<file path="src/rtl/char_buffer_arbiter_pkg.sv">
// Shared constants, glyph codes and arbiter state encoding for the text character buffer.
package char_buffer_pkg;

    localparam int TEXT_COLS = 80;
    localparam int TEXT_ROWS = 60;
    localparam int ADDR_W    = 13;
    localparam int CODE_W    = 6;

    localparam logic [CODE_W-1:0] GLYPH_BLANK       = 6'h00;
    localparam logic [CODE_W-1:0] GLYPH_A           = 6'h27;
    localparam logic [CODE_W-1:0] GLYPH_ARROW_UP    = 6'h28;
    localparam logic [CODE_W-1:0] GLYPH_ARROW_DOWN  = 6'h29;
    localparam logic [CODE_W-1:0] GLYPH_ARROW_LEFT  = 6'h2A;
    localparam logic [CODE_W-1:0] GLYPH_ARROW_RIGHT = 6'h2B;
    localparam logic [CODE_W-1:0] MAX_CODE          = GLYPH_ARROW_RIGHT;

    typedef enum logic [1:0] {
        ST_IDLE = 2'd0,
        ST_OWN0 = 2'd1,
        ST_OWN1 = 2'd2
    } arb_state_t;

    // A glyph code is usable only up to the last defined glyph.
    function automatic logic code_valid(input logic [CODE_W-1:0] code);
        return (code <= MAX_CODE);
    endfunction

endpackage

</file>
<file path="src/rtl/char_buffer_arbiter_if.sv">
// Bundle of requester, RAM write and blink signals around the character buffer arbiter.
interface char_buffer_arbiter_if;
    import char_buffer_pkg::*;

    logic              req0;
    logic              wr0;
    logic [ADDR_W-1:0] addr0;
    logic [CODE_W-1:0] code0;
    logic              gnt0;
    logic              req1;
    logic              wr1;
    logic [ADDR_W-1:0] addr1;
    logic [CODE_W-1:0] code1;
    logic              gnt1;
    logic              ram_we;
    logic [ADDR_W-1:0] ram_addr;
    logic [CODE_W-1:0] ram_code;
    logic              code_err;
    logic              frame_tick;
    logic              alarm_on;
    logic              bit_alarma;

    // Arbiter side.
    modport slave (
        input  req0, wr0, addr0, code0, req1, wr1, addr1, code1, frame_tick, alarm_on,
        output gnt0, gnt1, ram_we, ram_addr, ram_code, code_err, bit_alarma
    );

    // Requester / environment side.
    modport master (
        output req0, wr0, addr0, code0, req1, wr1, addr1, code1, frame_tick, alarm_on,
        input  gnt0, gnt1, ram_we, ram_addr, ram_code, code_err, bit_alarma
    );

endinterface

</file>
<file path="src/rtl/char_buffer_arbiter_blink_gen.sv">
// Frame-synchronous blink mask: toggles phase every BLINK_FRAMES frame ticks.
module blink_gen #(
    parameter int BLINK_FRAMES = 30
) (
    input  logic i_clk,
    input  logic i_rst_n,
    input  logic i_frame_tick,
    input  logic i_alarm_on,
    output logic o_bit_alarma
);

    localparam int CNT_W = (BLINK_FRAMES > 1) ? $clog2(BLINK_FRAMES) : 1;
    localparam logic [CNT_W-1:0] CNT_LAST = CNT_W'(BLINK_FRAMES - 1);

    logic [CNT_W-1:0] r_blink_cnt;
    logic             r_blink_phase;
    logic             r_bit_alarma;

    // Count frames, flip phase each half-period, and gate the mask by alarm_on.
    always_ff @(posedge i_clk or negedge i_rst_n) begin
        if (!i_rst_n) begin
            r_blink_cnt   <= '0;
            r_blink_phase <= 1'b0;
            r_bit_alarma  <= 1'b0;
        end else begin
            if (i_frame_tick) begin
                if (r_blink_cnt == CNT_LAST) begin
                    r_blink_cnt   <= '0;
                    r_blink_phase <= ~r_blink_phase;
                end else begin
                    r_blink_cnt <= r_blink_cnt + CNT_W'(1);
                end
            end
            r_bit_alarma <= i_alarm_on & r_blink_phase;
        end
    end

    assign o_bit_alarma = r_bit_alarma;

endmodule

</file>
<file path="src/rtl/char_buffer_arbiter.sv">
// Two-writer round-robin arbiter for the character buffer write port, with
// bounded bursts, glyph range check, registered RAM write and blink generation.
module char_buffer_arbiter
    import char_buffer_pkg::*;
#(
    parameter int MAX_BURST    = 16,
    parameter int BLINK_FRAMES = 30
) (
    input  logic                  reloj,
    input  logic                  resetM,
    char_buffer_arbiter_if.slave  bus
);

    localparam int BC_W = $clog2(MAX_BURST + 1);
    localparam logic [BC_W-1:0] BURST_MAX = BC_W'(MAX_BURST);

    arb_state_t        r_state;
    arb_state_t        w_state_next;
    logic              r_last;
    logic [BC_W-1:0]   r_burst_cnt;
    logic [BC_W-1:0]   w_burst_next;

    logic              w_own_req;
    logic              w_own_wr;
    logic              w_other_req;

    logic [1:0]        w_req;
    logic [1:0]        w_wr;
    logic [1:0]        w_gnt;
    logic [1:0]        w_wr_acc;
    logic              w_wr_any;
    logic [ADDR_W-1:0] w_sel_addr;
    logic [CODE_W-1:0] w_sel_code;

    logic              r_ram_we;
    logic [ADDR_W-1:0] r_ram_addr;
    logic [CODE_W-1:0] r_ram_code;
    logic              r_code_err;

    assign w_req = {bus.req1, bus.req0};
    assign w_wr  = {bus.wr1,  bus.wr0};

    // Pick the current owner's request/strobe and the competitor's request.
    always_comb begin
        w_own_req   = 1'b0;
        w_own_wr    = 1'b0;
        w_other_req = 1'b0;
        case (r_state)
            ST_OWN0: begin
                w_own_req   = bus.req0;
                w_own_wr    = bus.wr0;
                w_other_req = bus.req1;
            end
            ST_OWN1: begin
                w_own_req   = bus.req1;
                w_own_wr    = bus.wr1;
                w_other_req = bus.req0;
            end
            default: ;
        endcase
    end

    // Burst count after this cycle's write, saturating so a lone owner keeps its grant.
    always_comb begin
        w_burst_next = r_burst_cnt;
        if (w_own_wr && (r_burst_cnt != BURST_MAX))
            w_burst_next = r_burst_cnt + BC_W'(1);
    end

    // Next-state: round-robin from IDLE, release on drop or on exhausted burst under contention.
    always_comb begin
        w_state_next = r_state;
        case (r_state)
            ST_IDLE: begin
                if (bus.req0 && bus.req1)
                    w_state_next = r_last ? ST_OWN0 : ST_OWN1;
                else if (bus.req0)
                    w_state_next = ST_OWN0;
                else if (bus.req1)
                    w_state_next = ST_OWN1;
            end
            ST_OWN0, ST_OWN1: begin
                if (!w_own_req)
                    w_state_next = ST_IDLE;
                else if (w_other_req && (w_burst_next == BURST_MAX))
                    w_state_next = ST_IDLE;
            end
            default: w_state_next = ST_IDLE;
        endcase
    end

    // State register plus last-owner and burst bookkeeping.
    always_ff @(posedge reloj or negedge resetM) begin
        if (!resetM) begin
            r_state     <= ST_IDLE;
            r_last      <= 1'b1;
            r_burst_cnt <= '0;
        end else begin
            r_state <= w_state_next;
            if (r_state == ST_IDLE) begin
                if (w_state_next != ST_IDLE) begin
                    r_last      <= (w_state_next == ST_OWN1);
                    r_burst_cnt <= '0;
                end
            end else if (w_own_req) begin
                r_burst_cnt <= w_burst_next;
            end
        end
    end

    // Grants decode straight from the state register, so they are glitch-free and exclusive.
    always_comb begin
        w_gnt[0] = (r_state == ST_OWN0);
        w_gnt[1] = (r_state == ST_OWN1);
    end

    // A write is accepted only from the granted requester while it still requests.
    generate
        for (genvar gi = 0; gi < 2; gi++) begin : g_acc
            assign w_wr_acc[gi] = w_gnt[gi] & w_req[gi] & w_wr[gi];
        end
    endgenerate

    assign w_wr_any   = |w_wr_acc;
    assign w_sel_addr = w_wr_acc[1] ? bus.addr1 : bus.addr0;
    assign w_sel_code = w_wr_acc[1] ? bus.code1 : bus.code0;

    // Registered RAM write; bad glyph codes become blank and latch the error flag.
    always_ff @(posedge reloj or negedge resetM) begin
        if (!resetM) begin
            r_ram_we   <= 1'b0;
            r_ram_addr <= '0;
            r_ram_code <= '0;
            r_code_err <= 1'b0;
        end else if (w_wr_any) begin
            r_ram_we   <= 1'b1;
            r_ram_addr <= w_sel_addr;
            if (code_valid(w_sel_code)) begin
                r_ram_code <= w_sel_code;
            end else begin
                r_ram_code <= GLYPH_BLANK;
                r_code_err <= 1'b1;
            end
        end else begin
            r_ram_we <= 1'b0;
        end
    end

    blink_gen #(
        .BLINK_FRAMES (BLINK_FRAMES)
    ) u_blink_gen (
        .i_clk        (reloj),
        .i_rst_n      (resetM),
        .i_frame_tick (bus.frame_tick),
        .i_alarm_on   (bus.alarm_on),
        .o_bit_alarma (bus.bit_alarma)
    );

    assign bus.gnt0     = w_gnt[0];
    assign bus.gnt1     = w_gnt[1];
    assign bus.ram_we   = r_ram_we;
    assign bus.ram_addr = r_ram_addr;
    assign bus.ram_code = r_ram_code;
    assign bus.code_err = r_code_err;

endmodule

</file>
<file path="src/flat_wrapper.sv">
// flat-port wrapper written by rule: the top's interface ports become plain ports
module char_buffer_arbiter_flat import char_buffer_pkg::*;
#(
    parameter int MAX_BURST    = 16,
    parameter int BLINK_FRAMES = 30
)
  (reloj, resetM, bus_req0, bus_wr0, bus_addr0, bus_code0, bus_req1, bus_wr1, bus_addr1, bus_code1, bus_frame_tick, bus_alarm_on, bus_gnt0, bus_gnt1, bus_ram_we, bus_ram_addr, bus_ram_code, bus_code_err, bus_bit_alarma);
  char_buffer_arbiter_if bus_i ();
  input  logic reloj;
  input  logic resetM;
  input wire logic [$bits(bus_i.req0)-1:0] bus_req0;
  input wire logic [$bits(bus_i.wr0)-1:0] bus_wr0;
  input wire logic [$bits(bus_i.addr0)-1:0] bus_addr0;
  input wire logic [$bits(bus_i.code0)-1:0] bus_code0;
  input wire logic [$bits(bus_i.req1)-1:0] bus_req1;
  input wire logic [$bits(bus_i.wr1)-1:0] bus_wr1;
  input wire logic [$bits(bus_i.addr1)-1:0] bus_addr1;
  input wire logic [$bits(bus_i.code1)-1:0] bus_code1;
  input wire logic [$bits(bus_i.frame_tick)-1:0] bus_frame_tick;
  input wire logic [$bits(bus_i.alarm_on)-1:0] bus_alarm_on;
  output wire logic [$bits(bus_i.gnt0)-1:0] bus_gnt0;
  output wire logic [$bits(bus_i.gnt1)-1:0] bus_gnt1;
  output wire logic [$bits(bus_i.ram_we)-1:0] bus_ram_we;
  output wire logic [$bits(bus_i.ram_addr)-1:0] bus_ram_addr;
  output wire logic [$bits(bus_i.ram_code)-1:0] bus_ram_code;
  output wire logic [$bits(bus_i.code_err)-1:0] bus_code_err;
  output wire logic [$bits(bus_i.bit_alarma)-1:0] bus_bit_alarma;
  assign bus_i.req0 = bus_req0;
  assign bus_i.wr0 = bus_wr0;
  assign bus_i.addr0 = bus_addr0;
  assign bus_i.code0 = bus_code0;
  assign bus_i.req1 = bus_req1;
  assign bus_i.wr1 = bus_wr1;
  assign bus_i.addr1 = bus_addr1;
  assign bus_i.code1 = bus_code1;
  assign bus_i.frame_tick = bus_frame_tick;
  assign bus_i.alarm_on = bus_alarm_on;
  assign bus_gnt0 = bus_i.gnt0;
  assign bus_gnt1 = bus_i.gnt1;
  assign bus_ram_we = bus_i.ram_we;
  assign bus_ram_addr = bus_i.ram_addr;
  assign bus_ram_code = bus_i.ram_code;
  assign bus_code_err = bus_i.code_err;
  assign bus_bit_alarma = bus_i.bit_alarma;
  char_buffer_arbiter #(.MAX_BURST(MAX_BURST), .BLINK_FRAMES(BLINK_FRAMES)) u_core (.reloj(reloj), .resetM(resetM), .bus(bus_i));
endmodule
</file>
<file path="config.mk">
export PLATFORM = sky130hd
export DESIGN_NAME = char_buffer_arbiter_flat
export DESIGN_NICKNAME = d
export VERILOG_FILES = /design/src/rtl/char_buffer_arbiter_pkg.sv /design/src/rtl/char_buffer_arbiter_if.sv /design/src/rtl/char_buffer_arbiter_blink_gen.sv /design/src/rtl/char_buffer_arbiter.sv /design/src/flat_wrapper.sv
export SDC_FILE = /design/constraint.sdc
export NUM_CORES = 1
export LEC_CHECK = 0
export CAP_MARGIN = 20
export CORE_MARGIN = 1
export CORE_UTILIZATION = 45
export DETAILED_ROUTE_END_ITERATION = 12
export PLACE_DENSITY = 0.79
export SYNTH_ARGS = -nofsm -noshare
export SYNTH_HDL_FRONTEND = slang
export SYNTH_SLANG_ARGS = --single-unit
</file>
<file path="constraint.sdc">
create_clock -name reloj -period 2.54 [get_ports reloj]
set_input_delay 0.381 -clock reloj [delete_from_list [all_inputs] [get_ports reloj]]
set_output_delay 0.381 -clock reloj [all_outputs]
set_load 0.01 [all_outputs]
</file>
## Word-level counts from Yosys, hierarchy flattened

Index checks and enable logic that the tools add are counted.
Widths: inputs -> output; s select.

| cells by class | value |
|---|---|
| $add $sub $neg | 2 |
| multiply operators | 0 |
| div/mod/pow operators | 0 |
| magnitude comparators | 1 |
| equal/unequal tests | 7 |
| shift operators | 0 |
| muxes and demuxes | 19 |
| bitwise logic cells | 7 |
| reductions and logical operators | 12 |

Operators with widths:

| cell | number |
|---|---|
| $mux 5 | 5 |
| $mux 13 | 1 |
| $mux 2 | 6 |
| $mux 6 | 2 |
| $add 5x1->5 const B | 2 |
| $eq 5x5->1 const B | 2 |
| $reduce_and 2->1 | 4 |
| $le 6x6->1 const B | 1 |
| $pmux 1 s2 | 3 |
| $and 1x1->1 | 5 |
| $ne 5x5->1 const B | 1 |
| $eq 2x2->1 const B | 2 |
| $pmux 2 s2 | 1 |
| $reduce_bool 2->1 | 2 |
| $reduce_or 2->1 | 2 |
| $logic_and 1x1->1 | 3 |
| $eq 2x1->1 const B | 1 |
| $logic_not 2->1 | 1 |
| $ne 2x2->1 const B | 1 |
| $not 1->1 | 2 |
| $mux 1 | 1 |

| storage, ports and cells | value |
|---|---|
| bits in registers | 36 |
| latch bits | 0 |
| bits in writable memories | 0 |
| ROM bits | 0 |
| input bits | 46 |
| output and inout port bits | 24 |
| logic and storage cells | 58 |
| memories kept | 0 |

## Logic depth before layout (Yosys ltp)

Gate-level depths: netlist of run 1.

| logic depth | value |
|---|---|
| depth in word-level cells | 12 |
| depth in mapped cells | 8 |
| gate-level depth less buffers | 7 |

## Hierarchy

Synthesis of run 1 repeated with hierarchy kept, for this count alone.

| second synthesis, totals | value |
|---|---|
| cell total of the unflattened synthesis | 229 |
| area total of the unflattened synthesis | 2023.2 um2 |

By module, submodules not included:

| module | instances | cells each | area an instance (um2) | seq. area each (um2) |
|---|---|---|---|---|
| char_buffer_arbiter | 1 | 198 | 1682.9 | 726.9 |
| blink_gen | 1 | 31 | 340.3 | 175.2 |

## Worst setup path before layout of run 1

No wires, ideal clock.

| timing | value |
|---|---|
| kind | reg2reg |
| start point | reg u_core.r_state[0] |
| end point | reg u_core.r_last |
| library setup time | 89 ps |
| arrival | 1850 ps |
| data required time | 2451 ps |
| path slack | 601 ps |
| cell stages (with the launch flop) | 8 |
| buffers on the path | 0 |
| period minus slack after synthesis | 1939 ps |
| path through | dfrtp_1 > inv_1 > ha_1 > a22o_1 > nand3b_1 > mux2_2 > a2111oi_2 > nor3b_2 |

| between the ends | value |
|---|---|
| longest elaborated chain between the ends | 11 |
| elaborated cells between the ends (all ways) | 20 |
| classes of those cells | eq/ne (4); mux (10); reduce/logical (6) |

RTL lines:

| element | line | text |
|---|---|---|
| start: declaration | char_buffer_arbiter.sv:17 | `arb_state_t r_state;` |
| start signal: assignment | char_buffer_arbiter.sv:99 | `r_state <= w_state_next;` |
| $eq 2x2->1 (*) | n/a |  |
| net bus_gnt1 | flat_wrapper.sv:22 | `output wire logic [$bits(bus_i.gnt1)-1:0] bus_gnt1;` |
| $pmux 1 s2 | char_buffer_arbiter.sv:48 | `case (r_state)` |
| $logic_and 1x1->1 | char_buffer_arbiter.sv:66 | `if (w_own_wr && (r_burst_cnt != BURST_MAX))` |
| $mux 5 | char_buffer_arbiter.sv:66 |  |
| $eq 5x5->1 | char_buffer_arbiter.sv:85 | `else if (w_other_req && (w_burst_next == BURST_MAX))` |
| $logic_and 1x1->1 | char_buffer_arbiter.sv:85 |  |
| $mux 2 | char_buffer_arbiter.sv:85 |  |
| $mux 2 | char_buffer_arbiter.sv:83 | `if (!w_own_req)` |
| $pmux 2 s2 (*) | char_buffer_arbiter.sv:73 | `case (r_state)` |
| $reduce_bool 2->1 | char_buffer_arbiter.sv:101 | `if (w_state_next != ST_IDLE) begin` |
| $reduce_and 2->1 (no source line) | n/a |  |
| end signal: assignment | char_buffer_arbiter.sv:102 | `r_last <= (w_state_next == ST_OWN1);` |
| end: declaration | char_buffer_arbiter.sv:19 | `logic r_last;` |

Mark *: on every way through the listed nets, which the timed path passes. The rest lies on a longest branch.
A chain may end at the register's enable or synchronous reset.

## Worst setup path in the final report of run 1

| timing | value |
|---|---|
| start point | reg u_core.r_burst_cnt[0] |
| end point | reg u_core.r_last |

| between the ends | value |
|---|---|
| longest elaborated chain between the ends | 10 |
| elaborated cells between the ends (all ways) | 12 |
| classes of those cells | add/sub (1); eq/ne (3); mux (4); reduce/logical (4) |

RTL lines:

| element | line | text |
|---|---|---|
| start: declaration | char_buffer_arbiter.sv:20 | `logic [BC_W-1:0] r_burst_cnt;` |
| start signal: assignment | char_buffer_arbiter.sv:106 | `r_burst_cnt <= w_burst_next;` |
| branches (longest 2 deep; another with $add 5x1->5) | n/a |  |
| $mux 5 (*) | char_buffer_arbiter.sv:66 |  |
| $eq 5x5->1 (*) | char_buffer_arbiter.sv:85 |  |
| $logic_and 1x1->1 (*) | char_buffer_arbiter.sv:85 |  |
| $mux 2 (*) | char_buffer_arbiter.sv:85 |  |
| $mux 2 (*) | char_buffer_arbiter.sv:83 |  |
| $pmux 2 s2 (*) | char_buffer_arbiter.sv:73 |  |
| $reduce_bool 2->1 | char_buffer_arbiter.sv:101 |  |
| $reduce_and 2->1 (no source line) | n/a |  |

Every way passes the cells marked *.

==> results by group, run 1 <==
Run status
  • Status: finished clean

Synthesis
  • Yosys top cell by area: dfrtp_1
  • Most frequent cells after synthesis: dfrtp_1, nand2_1, mux2i_1, o21ai_0
  • #FFs+latches synth: 36
  • Number of synthesized flops with an enable pin: 0
  • Ys flop type: dfrtp_1
  • Most frequent cell after synthesis: dfrtp_1
  • Seq/Total Area, Yosys: 0.440
  • Yosys warns: 0
  • Cells after Synth: 209
  • Synthesized Nets: 263
  • Yosys top cell area share: 0.427
  • Post-synthesis cell type count: 47
  • Synthesized cell area: 2050 um2
  • Post-synth ARST share: 1.00
  • Ranking of synthesized cells by area: dfrtp_1, mux2i_1, nand2_1
  • Synth Area per Inst: 9.81 um2

Min path
  • Min-delay worst type: input pin to async pin

STA
  • F_max: 0.471 GHz
  • RSZ-0062 raised after global routing: no
  • Min Tclk post-route: 2120 ps
  • Final-report setup violation count: 0
  • Final setup TNS: 0 ps
  • Worst slew margin: 0.469
  • Tcrit/Tclk final: 0.836
  • Worst hold slack: 180 ps
  • Fin. max-slew vios: 0
  • Tightest Pin Transition: 797 ps
  • Worst Skew: 3.59 ps
  • Final hold viol count: 0

Floorplanning
  • Die span in y: 69.5 um
  • Die width: 69.5 um
  • Area of the core: 4350 um2
  • Die ar.: 4830 um2
  • Row count: 24
  • Initial Utilization: 0.471
  • Io pins: 70

Worst setup path
  • Kind of critical path: flop to flop
  • WP data required: 2740 ps
  • Crit path max fanout: 7
  • CP arrival: 2330 ps
  • CP Capture Type: flop
  • CP startpoint kind: flop

Power and ir drop
  • Peak supply drop: 0.524 mV
  • Flop pwr share: 0.355
  • P per Cell Area: 932 nW/um2
  • Cell-internal power: 1.79 mW
  • NetSw: 0.923 mW
  • Logic pwr share: 0.443
  • Clock power frac: 0.202
  • LEAKAGE: 1.34 nW
  • Net Sw Frac: 0.340

Route
  • DRC Markers: 0
  • DRT iter0 DRCs: 93
  • Routed wl met2: 2.03 mm
  • Final Routed Wirelength: 4.47 mm
  • DRT Pass-1 Iters: 5
  • Detailed-route via count: 1,784
  • WL met3: 295 um
  • Max Used Layer: met4
  • Vias per Instance: 5.36
  • Antenna Nets Post-Route: 0
  • Met1 wire length: 2.09 mm
  • Routed WL per cell: 13.4 um

Clock network
  • CTS tree: done
  • Clock slew at reported path FFs: 70 ps
  • Post-cts resize count: 0
  • Total CTS buffers: 5
  • Number of hold buffers added after CTS: 0
  • Skew-Pair Late Insertion Delay: 280 ps
  • H-tree levels: 2
  • Maximum buffer depth of the clock tree: 2
  • Post-CTS Setup Inserts: 0
  • Sink Count: 36
  • Root Driver: clkbuf_8

Cells and area
  • Layout cells sized above 1: 0.0783
  • Antenna diodes: 0
  • FILL cells: 349
  • Fin nets: 334
  • Area Growth Syn to Fin: 42.1%

Global route
  • Initial antenna violation count: 0
  • Vias in the first global route: 1,678
  • Largest net degree at the start of global routing: 37
  • GRT overflow: 0
  • Global-route wire length before repair: 7.60 mm
  • Tot GR Track Use: 0.195

Job
  • Maxcap violations: 0

Place
  • Routability cong.: 0.810
  • Port Buffers: 69
  • Hpwl dp: 3.43 mm
[worst paths after layout]
path	endpoint	depth (start not counted)	slack [ps]	startpoint
max	u_core.r_last$_DFFE_PN1P_	7	420	u_core.r_burst_cnt[0]$_DFFE_PN0P_
min	u_core.r_burst_cnt[0]$_DFFE_PN0P_	1	180	resetM
max reg2reg	u_core.r_last$_DFFE_PN1P_	7	420	u_core.r_burst_cnt[0]$_DFFE_PN0P_
min reg2reg	u_core.u_blink_gen.r_blink_phase$_DFFE_PN0P_	1	460	u_core.u_blink_gen.r_blink_phase$_DFFE_PN0P_
max in group asynchronous	u_core.r_state[1]$_DFF_PN0_	1	1850	resetM
min in group reloj	u_core.u_blink_gen.r_blink_phase$_DFFE_PN0P_	1	460	u_core.u_blink_gen.r_blink_phase$_DFFE_PN0P_
[critical path, cell delays in order (launching register included)]
cell       delay [ps]
dfrtp_1           440
inv_1             100
ha_1              200
nor4bb_1          320
nand3b_1          170
mux2_2            380
a2111oi_2         330
nor3b_2            90
[per-layer routing]
layer	vias up	GRT usage
met2	55	0.299
met3	6	0.0610
li1	894	-
met4	0	0.0544
met1	829	0.268
met5	-	0
[power by group through the flow]
stage	Clock, mW	Sequential, mW	Combinational [mW]
after global placement	0	0.962	1.18
after global routing	0.588	0.987	1.32
after detailed placement	0	0.968	1.21
after CTS	0.558	0.961	1.22
final	0.549	0.962	1.20
after floorplan	0	1.01	0.576
[metrics by stage]
stage | std cells | util | setup slack, ps | cell area, um2 | power [mW]
3_5_place_dp | 325 | 0.640 | 351 | 2790 | 2.18
2_1_floorplan | 209 | - | 601 | 2050 | 1.59
4_1_cts | 333 | 0.669 | 431 | 2910 | 2.73
3_3_place_gp | 325 | 0.640 | 448 | 2790 | 2.15
5_1_grt | 333 | 0.669 | 261 | 2910 | 2.90
6_report | 333 | 0.669 | 416 | 2910 | 2.71
[final cells by class]
cell class | count | area (um2) | share of cell area
sequential | 36 | 902 | 0.310
inverter | 8 | 30.0 | 0.0103
clock buffer | 7 | 96.3 | 0.0331
tap | 52 | 65.1 | 0.0223
clock inverter | 1 | 30.0 | 0.0103
multi-input combinational | 155 | 1060 | 0.366
timing repair buffer | 74 | 723 | 0.248
[cell families after synthesis]
group           Yosys count  share of synthesized area
flops                    36                      0.440
compound gates           50                      0.165
xor+xnor                  4                     0.0171
fa+ha+maj                 8                     0.0488
mux                      22                      0.109
simple gates             71                      0.180
buf+inv                  18                     0.0403
[registers in the layout, indices dropped and copies added (netlist names)]
register                          flops
u_core.bus.ram_code                   6
u_core.bus.ram_addr                  13
u_core.bus.ram_we                     1
u_core.bus.code_err                   1
u_core.u_blink_gen.r_blink_phase      1
u_core.r_burst_cnt                    5
u_core.u_blink_gen.r_blink_cnt        5
u_core.r_state                        2
u_core.r_last                         1
u_core.u_blink_gen.o_bit_alarma       1
[placed cells by master, fill, tap and decap left out, types with 3 or more instances in the layout]
master and instances:
clkdlybuf4s50_1 68, nand2_1 31, nand2b_1 4, clkbuf_8 7, and2_1 4, nand3_1 7
o21ai_0 19, a21oi_1 7, nor2_1 6, mux2i_1 20, a22o_1 3, nand4_1 4
inv_1 8, buf_4 5, o31ai_1 5, ha_1 8, dfrtp_1 35
(Power assumes the default switching activity.)
==> inputs of run 2 (changes only) <==
--- a/config.mk
+++ b/config.mk
@@ -7,9 +7,9 @@
 export LEC_CHECK = 0
 export CAP_MARGIN = 20
 export CORE_MARGIN = 1
-export CORE_UTILIZATION = 45
+export CORE_UTILIZATION = 41
 export DETAILED_ROUTE_END_ITERATION = 12
-export PLACE_DENSITY = 0.79
+export PLACE_DENSITY = 0.76
 export SYNTH_ARGS = -nofsm -noshare
 export SYNTH_HDL_FRONTEND = slang
 export SYNTH_SLANG_ARGS = --single-unit
==> constraint.sdc (replaced) <==
create_clock -name reloj -period 1.7 [get_ports reloj]
set_input_delay 0.255 -clock reloj [delete_from_list [all_inputs] [get_ports reloj]]
set_output_delay 0.255 -clock reloj [all_outputs]
set_load 0.01 [all_outputs]
==> results by group, run 2 (synthesized netlist as in run 1, its figures left out) <==
Run status
  • Status: finished, violations left
  • Failing checks: setup timing

Route
  • Antenna Nets Post-Route: 0
  • DRT iter0 DRCs: 97
  • DRC Markers: 0
  • Final Routed Wirelength: 5.73 mm
  • DRT Pass-1 Iters: 4
  • Routed WL per cell: 15.0 um
  • Detailed-route via count: 1,989
  • Vias per Instance: 5.21

Power and ir drop
  • LEAKAGE: 1.55 nW
  • P per Cell Area: 1310 nW/um2
  • Peak supply drop: 0.767 mV

Floorplanning
  • Die ar.: 5290 um2
  • Initial Utilization: 0.431
  • Die width: 72.7 um
  • Row count: 25
  • Die span in y: 72.7 um
  • Area of the core: 4750 um2
  • Io pins: 70

Global route
  • GRT overflow: 0
  • Global-route wire length before repair: 8.45 mm
  • Initial antenna violation count: 0
  • Tot GR Track Use: 0.208
  • Largest net degree at the start of global routing: 39
  • Vias in the first global route: 1,868

STA
  • Tightest Pin Transition: 460 ps
  • RSZ-0062 raised after global routing: yes
  • Worst Skew: 3.30 ps
  • Final setup TNS: -954 ps
  • Tcrit/Tclk final: 1.10
  • Min setup slack post-route: -170 ps
  • F_max: 0.535 GHz
  • Final-report setup violation count: 10
  • Fin. max-slew vios: 0
  • Min Tclk post-route: 1870 ps
  • Final hold viol count: 0
  • Worst slew margin: 0.694

Clock network
  • Maximum buffer depth of the clock tree: 2
  • Skew-Pair Late Insertion Delay: 280 ps
  • Total CTS buffers: 5
  • Sink Count: 36
  • Clock slew at reported path FFs: 70 ps
  • H-tree levels: 2
  • CTS tree: done
  • Root Driver: clkbuf_8

Place
  • Hpwl dp: 3.93 mm
  • Port Buffers: 69
  • Routability cong.: 0.845

Cells and area
  • Fin nets: 368
  • Multi-input gate area in the final layout: 1260 um2
  • Area Growth Syn to Fin: 66.9%
  • Layout cells sized above 1: 0.257
  • Antenna diodes: 0
  • Commonest non-fill, non-tap cell in the layout: clkdlybuf4s50_1
  • FILL cells: 351
  • Reg area: 905 um2
  • Largest register FFs: 13
  • Most frequent cells in the layout: clkdlybuf4s50_1, dfrtp_1, nand2_1, buf_4, mux2i_1
  • Fin util: 0.719

Worst setup path
  • Crit path max fanout: 5
  • Number of cells on the worst reg-to-reg path: 7
  • Kind of critical path: flop to flop
  • CP arrival: 2080 ps
  • R2r setup slk: -170 ps
  • Reg2reg start: u_core.r_state[0]$_DFF_PN0_
  • Reg2reg end: u_core.r_last$_DFFE_PN1P_
  • CP Capture Type: flop
  • CP startpoint kind: flop
  • WP data required: 1910 ps

Min path
  • Min-delay worst type: input pin to async pin

Job
  • Maxcap violations: 0
==> run 2: changes by cell type in the layout (fill, tap and decap cells not counted), moves of 5 or more <==
cell,delta
ha_1,-5
buf_4,+23
buf_6,+8
ha_4,+5
==> run 2: worst max path at each step <==
stage / from / end / slack [ps] / depth (start not counted)
2_1_floorplan: u_core.r_burst_cnt[0]$_DFFE_PN0P_ / u_core.r_last$_DFFE_PN1P_ / -90 / 7
3_5_place_dp: bus_req1 / u_core.bus.ram_code[1]$_DFFE_PN0N_ / -280 / 6
5_1_grt: u_core.r_state[1]$_DFF_PN0_ / u_core.r_burst_cnt[2]$_DFFE_PN0P_ / -260 / 7
3_3_place_gp: bus_req0 / u_core.r_burst_cnt[2]$_DFFE_PN0P_ / -200 / 6
4_1_cts: u_core.r_state[1]$_DFF_PN0_ / u_core.r_last$_DFFE_PN1P_ / -130 / 7
6_report: u_core.r_state[0]$_DFF_PN0_ / u_core.r_last$_DFFE_PN1P_ / -170 / 7
==> run 2: per-layer routing <==
layer | track usage | up-vias | share of wire
li1 | - | 959 | -
met1 | 0.249 | 960 | 0.41
met2 | 0.362 | 58 | 0.54
met3 | 0.0428 | 12 | 0.034
met4 | 0.0850 | 0 | 0.022
met5 | 0 | - | 0
==> run 2: final cells by class <==
type,instances,area share
Inverter,8,0.00951
Clock buffer,7,0.0252
Sequential cell,36,0.264
Clock inverter,1,0.00219
Multi-Input combinational cell,155,0.367
Timing Repair Buffer,108,0.307
Tap cell,67,0.0245
==> run 2: critical path, cell delays in order (launching register included) <==
cell and delay, ps:
dfrtp_2 420, inv_4 70, ha_4 180, a22o_4 250
nand3b_1 100, mux2_4 340, a2111oi_4 360, nor3b_2 80
==> run 2: report_power, final <==
| part | leakage [nW] | total, mW | switching (mW) | internal [mW] |
|---|---|---|---|---|
| logic | 1.06 | 2.42 | 1.07 | 1.35 |
| registers | 0.452 | 1.42 | 0.227 | 1.20 |
| clock network | 0.0445 | 0.634 | 0.305 | 0.329 |
==> run 2: stage by stage <==
stage | instances | hold WS, ps | power [mW] | worst slack [ps] | instance area [um2]
after floorplan | 209 | -40.6 | 2.54 | -92.2 | 2120
after global placement | 366 | 231 | 3.51 | -197 | 3080
after detailed placement | 366 | 236 | 3.57 | -284 | 3080
after CTS | 379 | 456 | 4.32 | -128 | 3290
after global routing | 382 | 487 | 4.77 | -260 | 3420
final | 382 | 456 | 4.47 | -170 | 3420
==> run 2: timing repair <==
| item | CTS | global route |
|---|---|---|
| pin swaps | 9 | 7 |
| endpoints found under the setup margin | 12 | 22 |
| buffers inserted | 4 | 0 |
| hold buffers | 1 | 0 |
| gates cloned | 0 | 3 |
| endpoints found under the hold margin | 16 | 0 |
| resized for setup | 21 | 21 |
==> inputs of run 3 (changes only) <==
--- a/config.mk
+++ b/config.mk
@@ -10,6 +10,7 @@
 export CORE_UTILIZATION = 41
 export DETAILED_ROUTE_END_ITERATION = 12
 export PLACE_DENSITY = 0.76
+export SKIP_CTS_REPAIR_TIMING = 1
 export SYNTH_ARGS = -nofsm -noshare
 export SYNTH_HDL_FRONTEND = slang
 export SYNTH_SLANG_ARGS = --single-unit
==> results by group, run 3 (synthesized netlist as in run 1, its figures left out) <==
Run status
  • Status: finished, violations left
  • Failing checks: setup timing

Place
  • Hpwl dp: 3.93 mm
  • Dpl ws: -284 ps
  • Port Buffers: 69
  • Placed Instance Area: 3080 um2
  • Routability cong.: 0.845

STA
  • Fin. max-slew vios: 0
  • F_max: 0.536 GHz
  • Worst Skew: 5.27 ps
  • Min setup slack post-route: -164 ps
  • Tightest Pin Transition: 461 ps
  • RSZ-0062 raised after global routing: yes
  • Tcrit/Tclk final: 1.10
  • Worst slew margin: 0.692
  • Min Tclk post-route: 1860 ps
  • Final hold viol count: 0
  • Final-report setup violation count: 10

Route
  • DRT Pass-1 Iters: 4
  • Detailed-route via count: 1,908
  • Final Routed Wirelength: 5.44 mm
  • Routed WL per cell: 14.4 um
  • DRT iter0 DRCs: 92
  • DRC Markers: 0
  • Antenna Nets Post-Route: 0
  • Vias per Instance: 5.06

Cells and area
  • Layout cells sized above 1: 0.248
  • Area Growth Syn to Fin: 63.9%
  • Commonest non-fill, non-tap cell in the layout: clkdlybuf4s50_1
  • Fin nets: 363
  • Post-layout instance area: 3360 um2
  • Antenna diodes: 0
  • Most frequent cells in the layout: clkdlybuf4s50_1, dfrtp_1, nand2_1, buf_4
  • Largest register FFs: 13

Global route
  • Global-route wire length before repair: 8.07 mm
  • Tot GR Track Use: 0.201
  • Vias in the first global route: 1,818
  • GRT overflow: 0
  • Initial antenna violation count: 0
  • Largest net degree at the start of global routing: 39

Floorplanning
  • Die width: 72.7 um
  • Initial Utilization: 0.431
  • Io pins: 70
  • Area of the core: 4750 um2
  • Row count: 25
  • Die ar.: 5290 um2
  • Die span in y: 72.7 um

Clock network
  • Sink Count: 36
  • Skew-Pair Late Insertion Delay: 290 ps
  • Clock slew at reported path FFs: 70 ps
  • Root Driver: clkbuf_8
  • CTS tree: done
  • Total CTS buffers: 5
  • H-tree levels: 2
  • Maximum buffer depth of the clock tree: 2

Power and ir drop
  • P per Cell Area: 1290 nW/um2
  • Peak supply drop: 0.742 mV
  • Final Power: 4.35 mW
  • LEAKAGE: 1.53 nW

Worst setup path
  • CP arrival: 2080 ps
  • Crit path max fanout: 5
  • CP Capture Type: flop
  • Kind of critical path: flop to flop
  • CP startpoint kind: flop
  • WP data required: 1920 ps

Job
  • Maxcap violations: 0

Min path
  • Min-delay worst type: input pin to async pin
-- run 3: changes by cell type in the layout (fill, tap and decap cells not counted), moves of 2 or more --
cell,before,now
dlymetal6s2s_1,0,2
a21oi_2,0,2
o21ai_1,4,0
a21oi_1,7,5
o21ai_0,15,18
nand2_2,0,2
nand2_1,31,28
buf_6,8,2
-- run 3: cell type report --
class	instances	area, um2
inverters	8	32.5
fillers	364	1400
well taps	67	83.8
flip-flops and latches	36	905
repair buffers	103	988
clock inverters	1	7.51
clock buffers	7	86.3
multi-input cells	155	1260
-- run 3: per-layer routing --
metal	vias up	share of wire	GRT usage
li1	951	-	-
met1	900	0.42	0.242
met2	46	0.52	0.342
met3	11	0.036	0.0414
met4	0	0.020	0.0980
met5	-	0	0
-- run 3: worst paths after layout --
path                                                              start  depth (start not counted)                                            to  slack [ps]
max in group asynchronous                                        resetM                          3            u_core.bus.ram_addr[0]$_DFFE_PN0N_         780
hold / removal                                                   resetM                          2                   u_core.r_state[0]$_DFF_PN0_         450
setup / recovery                            u_core.r_state[0]$_DFF_PN0_                          7                     u_core.r_last$_DFFE_PN1P_        -160
hold reg to reg            u_core.u_blink_gen.r_blink_phase$_DFFE_PN0P_                          1  u_core.u_blink_gen.r_blink_phase$_DFFE_PN0P_         460
min in group reloj         u_core.u_blink_gen.r_blink_phase$_DFFE_PN0P_                          1  u_core.u_blink_gen.r_blink_phase$_DFFE_PN0P_         460
setup reg to reg                            u_core.r_state[0]$_DFF_PN0_                          7                     u_core.r_last$_DFFE_PN1P_        -160
-- run 3: through the flow --
stage	instances	util	hold slack [ps]	setup TNS, ps
after floorplan	209	-	-40.6	-128
after global placement	366	0.648	231	-1840
after detailed placement	366	0.648	236	-2620
after CTS	374	0.668	-78.0	-1650
after global routing	377	0.707	482	-1740
final	377	0.707	454	-910
-- run 3: where the power goes --
part | leakage, nW | internal (mW) | switching, mW
Combinational | 1.04 | 1.27 | 1.02
Sequential | 0.452 | 1.20 | 0.220
Clock | 0.0445 | 0.330 | 0.316
Total | 1.53 | 2.79 | 1.55
-- run 3: worst max-delay path, stage by stage, from the launching register on --
cell	delay, ps
dfrtp_2	420
inv_4	70
ha_4	170
a22o_4	250
nand3b_1	100
mux2_4	340
a2111oi_4	360
nor3b_2	80
==> RTL edit 1: new RTL, flow settings as in run 3 <==
`MAX_BURST` is set to 16 in 2 places; all go to 32.
--- a/src/rtl/char_buffer_arbiter.sv
+++ b/src/rtl/char_buffer_arbiter.sv
@@ -3,7 +3,7 @@
 module char_buffer_arbiter
     import char_buffer_pkg::*;
 #(
-    parameter int MAX_BURST    = 16,
+    parameter int MAX_BURST    = 32,
     parameter int BLINK_FRAMES = 30
 ) (
     input  logic                  reloj,
--- a/src/flat_wrapper.sv
+++ b/src/flat_wrapper.sv
@@ -1,7 +1,7 @@
 // flat-port wrapper written by rule: the top's interface ports become plain ports
 module char_buffer_arbiter_flat import char_buffer_pkg::*;
 #(
-    parameter int MAX_BURST    = 16,
+    parameter int MAX_BURST    = 32,
     parameter int BLINK_FRAMES = 30
 )
   (reloj, resetM, bus_req0, bus_wr0, bus_addr0, bus_code0, bus_req1, bus_wr1, bus_addr1, bus_code1, bus_frame_tick, bus_alarm_on, bus_gnt0, bus_gnt1, bus_ram_we, bus_ram_addr, bus_ram_code, bus_code_err, bus_bit_alarma);
Behaviour: no difference found for any inputs over 10 cycles, from zero or initial values and one cycle with resetM low; that may be too few to reach the edited logic, so the function may still have changed.
==> RTL edit 1 against run 3 <==
The run still ends with setup timing left; routed wire length shrank 2.4%; setup slack lost 0.013 ns; sequential cell count grew 1; area after synthesis grew 4.7%; first-iteration DRC count grew 11%; total power shrank 1.8%; cell area grew 0.71%; global-route usage shrank 0.38 points; critical endpoint unchanged; largest cell class unchanged; highest routed layer unchanged.
==> RTL edit 1: results (changes against run 3) <==
| Metric | Value |
|---|---|
| Nets@finish | 361 (was 363) |
| Leakage | 1.54 nW (was 1.53 nW) |
| Seq/Total Area, Yosys | 43.2% (was 44.0%) |
| Slowest-stage cell, CP | dfrtp_1 (was dfrtp_2) |
| Final setup fails | 6 (was 10) |
| Slowest Stage Delay on Critical Path | 0.40 ns (was 0.42 ns) |
| R2R cell count | 6 (was 7) |
| Largest net degree at the start of global routing | 30 (was 39) |
| CP Max Fanout | 4 (was 5) |
| Outcome | complete, but fails checks (unchanged) |
| Pre-CTS WS | -0.349 ns (was -0.284 ns) |
| Async SR Flop Fraction | 100% (unchanged) |
| Max FFs per register | 13 (unchanged) |
| Clk_skew | 0.00433 ns (was 0.00527 ns) |
| Worst vdd ir | 0.000882 V (was 0.000742 V) |
| Area contributors post-synth | dfrtp_1 42%, mux2i_1 10%, nand2_1 5.6% (was dfrtp_1 43%, mux2i_1 9.8%, nand2_1 5.7%) |
| Fin worst setup slack | -0.177 ns (was -0.164 ns) |
| Worst-case clock buffer depth | 2 (unchanged) |
| GPL Wtd Cong | 0.776 (was 0.845) |
| Initial drt markers | 102 (was 92) |
| Total track usage | 19.7% (was 20.1%) |
| WL/cell | 14.1 microns (was 14.4 microns) |
| Vias | 1,922 (was 1,908) |
| Hold Slack | 0.351 ns (was 0.454 ns) |
| Failing checks | setup timing (unchanged) |
| Top post-synthesis cells by count | 36 x dfrtp_1, 32 x nand2_1, 22 x mux2i_1 (was 35 x dfrtp_1, 31 x nand2_1, 20 x mux2i_1) |
| Slew headroom | 69.2% (about the same) |
| First-pass GRT wire length | 8.26 mm (was 8.07 mm) |
| Vias in the first global route | 1,827 (was 1,818) |
| CP startpoint | u_core.r_burst_cnt[0] (was u_core.r_state[0]) |
| Post-DP HPWL | 4.01 mm (was 3.93 mm) |
| Setup TNS | -0.851 ns (was -0.910 ns) |
| Data arrival time of the critical path | 2.11 ns (was 2.08 ns) |
| Synthesized Nets | 269 (was 263) |
RTL edit 1: kinds of logic after synthesis:
family,after synthesis,synth area share [%]
AOI/OAI and AO/OA,51,17.0
xor gates and xnor gates,4,1.63
adders and majority gates,8,4.66
buffers and inverters,19,4.31
DFF,37,43.2
muxes,23,10.8
and+or+nand+nor,73,18.4
RTL edit 1: how the worst max path moves through the flow:
stage / end / slack, ns / depth (start not counted)
after floorplan: u_core.r_burst_cnt[3] / -0.05 / 7
after global placement: u_core.bus.ram_code[3] / -0.22 / 6
after detailed placement: u_core.bus.ram_code[1] / -0.35 / 6
after CTS: bus_gnt0 / -0.22 / 4
after global routing: u_core.r_burst_cnt[4] / -0.23 / 7
final: u_core.r_last / -0.18 / 6
RTL edit 1: final cells by class:
class	instances	area (sq um)
multi-input combinational	159	1290
clock buffer	6	82.6
tap	67	83.8
clock inverter	2	37.5
inverter	7	31.3
sequential	37	930
timing repair buffer	97	928
fill	399	1500
RTL edit 1: per-layer routing:
metal	track usage (%)	share of wire [%]	up-vias
met5	0	0	-
met4	6.50	1.3	0
met3	3.25	4.3	7
met2	32.6	48	50
met1	26.4	46	901
li1	-	-	964
RTL edit 1: where the power goes:
| group | internal [W] | switching (W) |
|---|---|---|
| Clock | 0.000477 | 0.000321 |
| Sequential | 0.00121 | 0.000229 |
| Combinational | 0.00112 | 0.000921 |
| Total | 0.00280 | 0.00147 |
RTL edit 1: worst max-delay path: cells and delay by family (launching register included):
kind,cells,cell delay [ns]
compound gates,5,1.21
flops,1,0.40
fa+ha+maj,1,0.22
RTL edit 1: through the flow:
step	cells	area [sq um]	utilization, %
after floorplan	215	2220	-
after global placement	365	3140	64.4
after detailed placement	365	3140	64.4
after CTS	373	3260	66.8
after global routing	375	3380	69.3
final	375	3380	69.3
==> RTL edit 2: new RTL, config.mk and constraints of run 3 <==
Made on the original files. Encoding of `arb_state_t`: now one-hot (3 bits for 3 states).
--- a/src/rtl/char_buffer_arbiter_pkg.sv
+++ b/src/rtl/char_buffer_arbiter_pkg.sv
@@ -14,10 +14,10 @@
     localparam logic [CODE_W-1:0] GLYPH_ARROW_RIGHT = 6'h2B;
     localparam logic [CODE_W-1:0] MAX_CODE          = GLYPH_ARROW_RIGHT;
 
-    typedef enum logic [1:0] {
-        ST_IDLE = 2'd0,
-        ST_OWN0 = 2'd1,
-        ST_OWN1 = 2'd2
+    typedef enum logic [2:0] {
+        ST_IDLE = 3'b001,
+        ST_OWN0 = 3'b010,
+        ST_OWN1 = 3'b100
     } arb_state_t;
 
     // A glyph code is usable only up to the last defined glyph.
Check against the original RTL: same outputs for any inputs over 10 cycles, from zero or initial values and one cycle with resetM low; not proved beyond that.
==> RTL edit 2 against run 3 <==
The flow still finishes with violations (setup timing); core utilization down 3.6 points; non-clock buffer count fell by 2; via count up 0.52%; area after synthesis increased by 0.85%; setup slack gained 0.14 ns; total power shrank 8.5%; die area increased by 0.83%; clock skew down 0.0017 ns; sequential cell count increased by 1; clock power increased by 1%; cell area is 4.5% lower; routed wire length shrank 8.5%; largest cell class unchanged.
==> RTL edit 2: results (changes against run 3) <==
| Metric | Value |
|---|---|
| Post-synth cell types | 51 (was 47) |
| WL/cell | 13.2 microns (was 14.4 microns) |
| Reg-to-reg endpoint | u_core.r_state[0] (was u_core.r_last) |
| Area contributors post-synth | dfrtp_1 42%, mux2i_1 8.7%, nand2_1 4.9% (was dfrtp_1 43%, mux2i_1 9.8%, nand2_1 5.7%) |
| Worst r2r src | u_core.r_burst_cnt[0] (was u_core.r_state[0]) |
| Critical Path End | u_core.r_state[0] (was u_core.r_last) |
| Met3 WL post-DR | 238 microns (was 198 microns) |
| Finished Layout Cells | 376 (was 377) |
| First-pass GRT wire length | 7.81 mm (was 8.07 mm) |
| Failing checks | setup timing (unchanged) |
| Vias in the first global route | 1,738 (was 1,818) |
| Post-DP HPWL | 3.66 mm (was 3.93 mm) |
| Setup TNS | -0.0285 ns (was -0.910 ns) |
| Final setup fails | 1 (was 10) |
| Clk_skew | 0.00362 ns (was 0.00527 ns) |
| Top post-synthesis cells by count | 35 x dfrtp_1, 27 x nand2_1, 19 x o21ai_0 (was 35 x dfrtp_1, 31 x nand2_1, 20 x mux2i_1) |
| Slew @ Worst Pin | 0.466 ns (was 0.461 ns) |
| Data arrival time of the critical path | 1.95 ns (was 2.08 ns) |
| Kind of cell adding the most delay to the critical path | simple AND/OR/NAND/NOR gates (was compound AO/OA/AOI/OAI gates) |
| Initial drt markers | 86 (was 92) |
| WL met2 | 2.42 mm (was 2.83 mm) |
| Wl on met1 | 2.28 mm (was 2.30 mm) |
| Hold Slack | 0.443 ns (was 0.454 ns) |
| Cell-internal power | 0.00266 W (was 0.00279 W) |
| Seq/Total Area, Yosys | 44.9% (was 44.0%) |
| Comb pwr share | 46.0% (was 52.6%) |
| DR vias/cell | 5.10 (was 5.06) |
| Share of layout cells above drive strength 1 | 21.0% (was 24.8%) |
| Synthesized Nets | 260 (was 263) |
| Fin worst setup slack | -0.0285 ns (was -0.164 ns) |
| Placement Cell Area | 3020 sq um (was 3080 sq um) |
| GPL Wtd Cong | 0.857 (was 0.845) |
| Total track usage | 19.0% (was 20.1%) |
| Leakage | 1.50 nW (was 1.53 nW) |
| Outcome | complete, but fails checks (unchanged) |
| Largest net degree at the start of global routing | 28 (was 39) |
| Nets@finish | 358 (was 363) |
RTL edit 2: cell type report:
class / count / area, sq um / share of cell area [%]
clock buffers: 6 / 82.6 / 2.57
clock inverters: 2 / 13.8 / 0.429
inverters: 7 / 28.8 / 0.897
multi-input cells: 156 / 1100 / 34.3
flip-flops and latches: 37 / 932 / 29.0
well taps: 67 / 83.8 / 2.61
repair buffers: 101 / 968 / 30.2
RTL edit 2: logic make-up (layout without fill, tap and decap cells):
group | Yosys count | in the layout | share of synthesized area, %
AO/OA/AOI/OAI | 59 | 59 | 17.9
adder cells (fa/ha/maj) | 4 | 4 | 2.42
buffers and inverters | 17 | 116 | 4.30
flip-flops | 37 | 37 | 44.9
XOR/XNOR | 2 | 2 | 0.848
multiplexers | 20 | 20 | 9.81
AND/OR/NAND/NOR | 71 | 71 | 19.8
RTL edit 2: per-layer routing:
metal,up-vias,track usage (%)
li1,949,-
met3,5,4.56
met2,48,30.3
met1,916,25.4
met5,-,0
met4,0,5.88
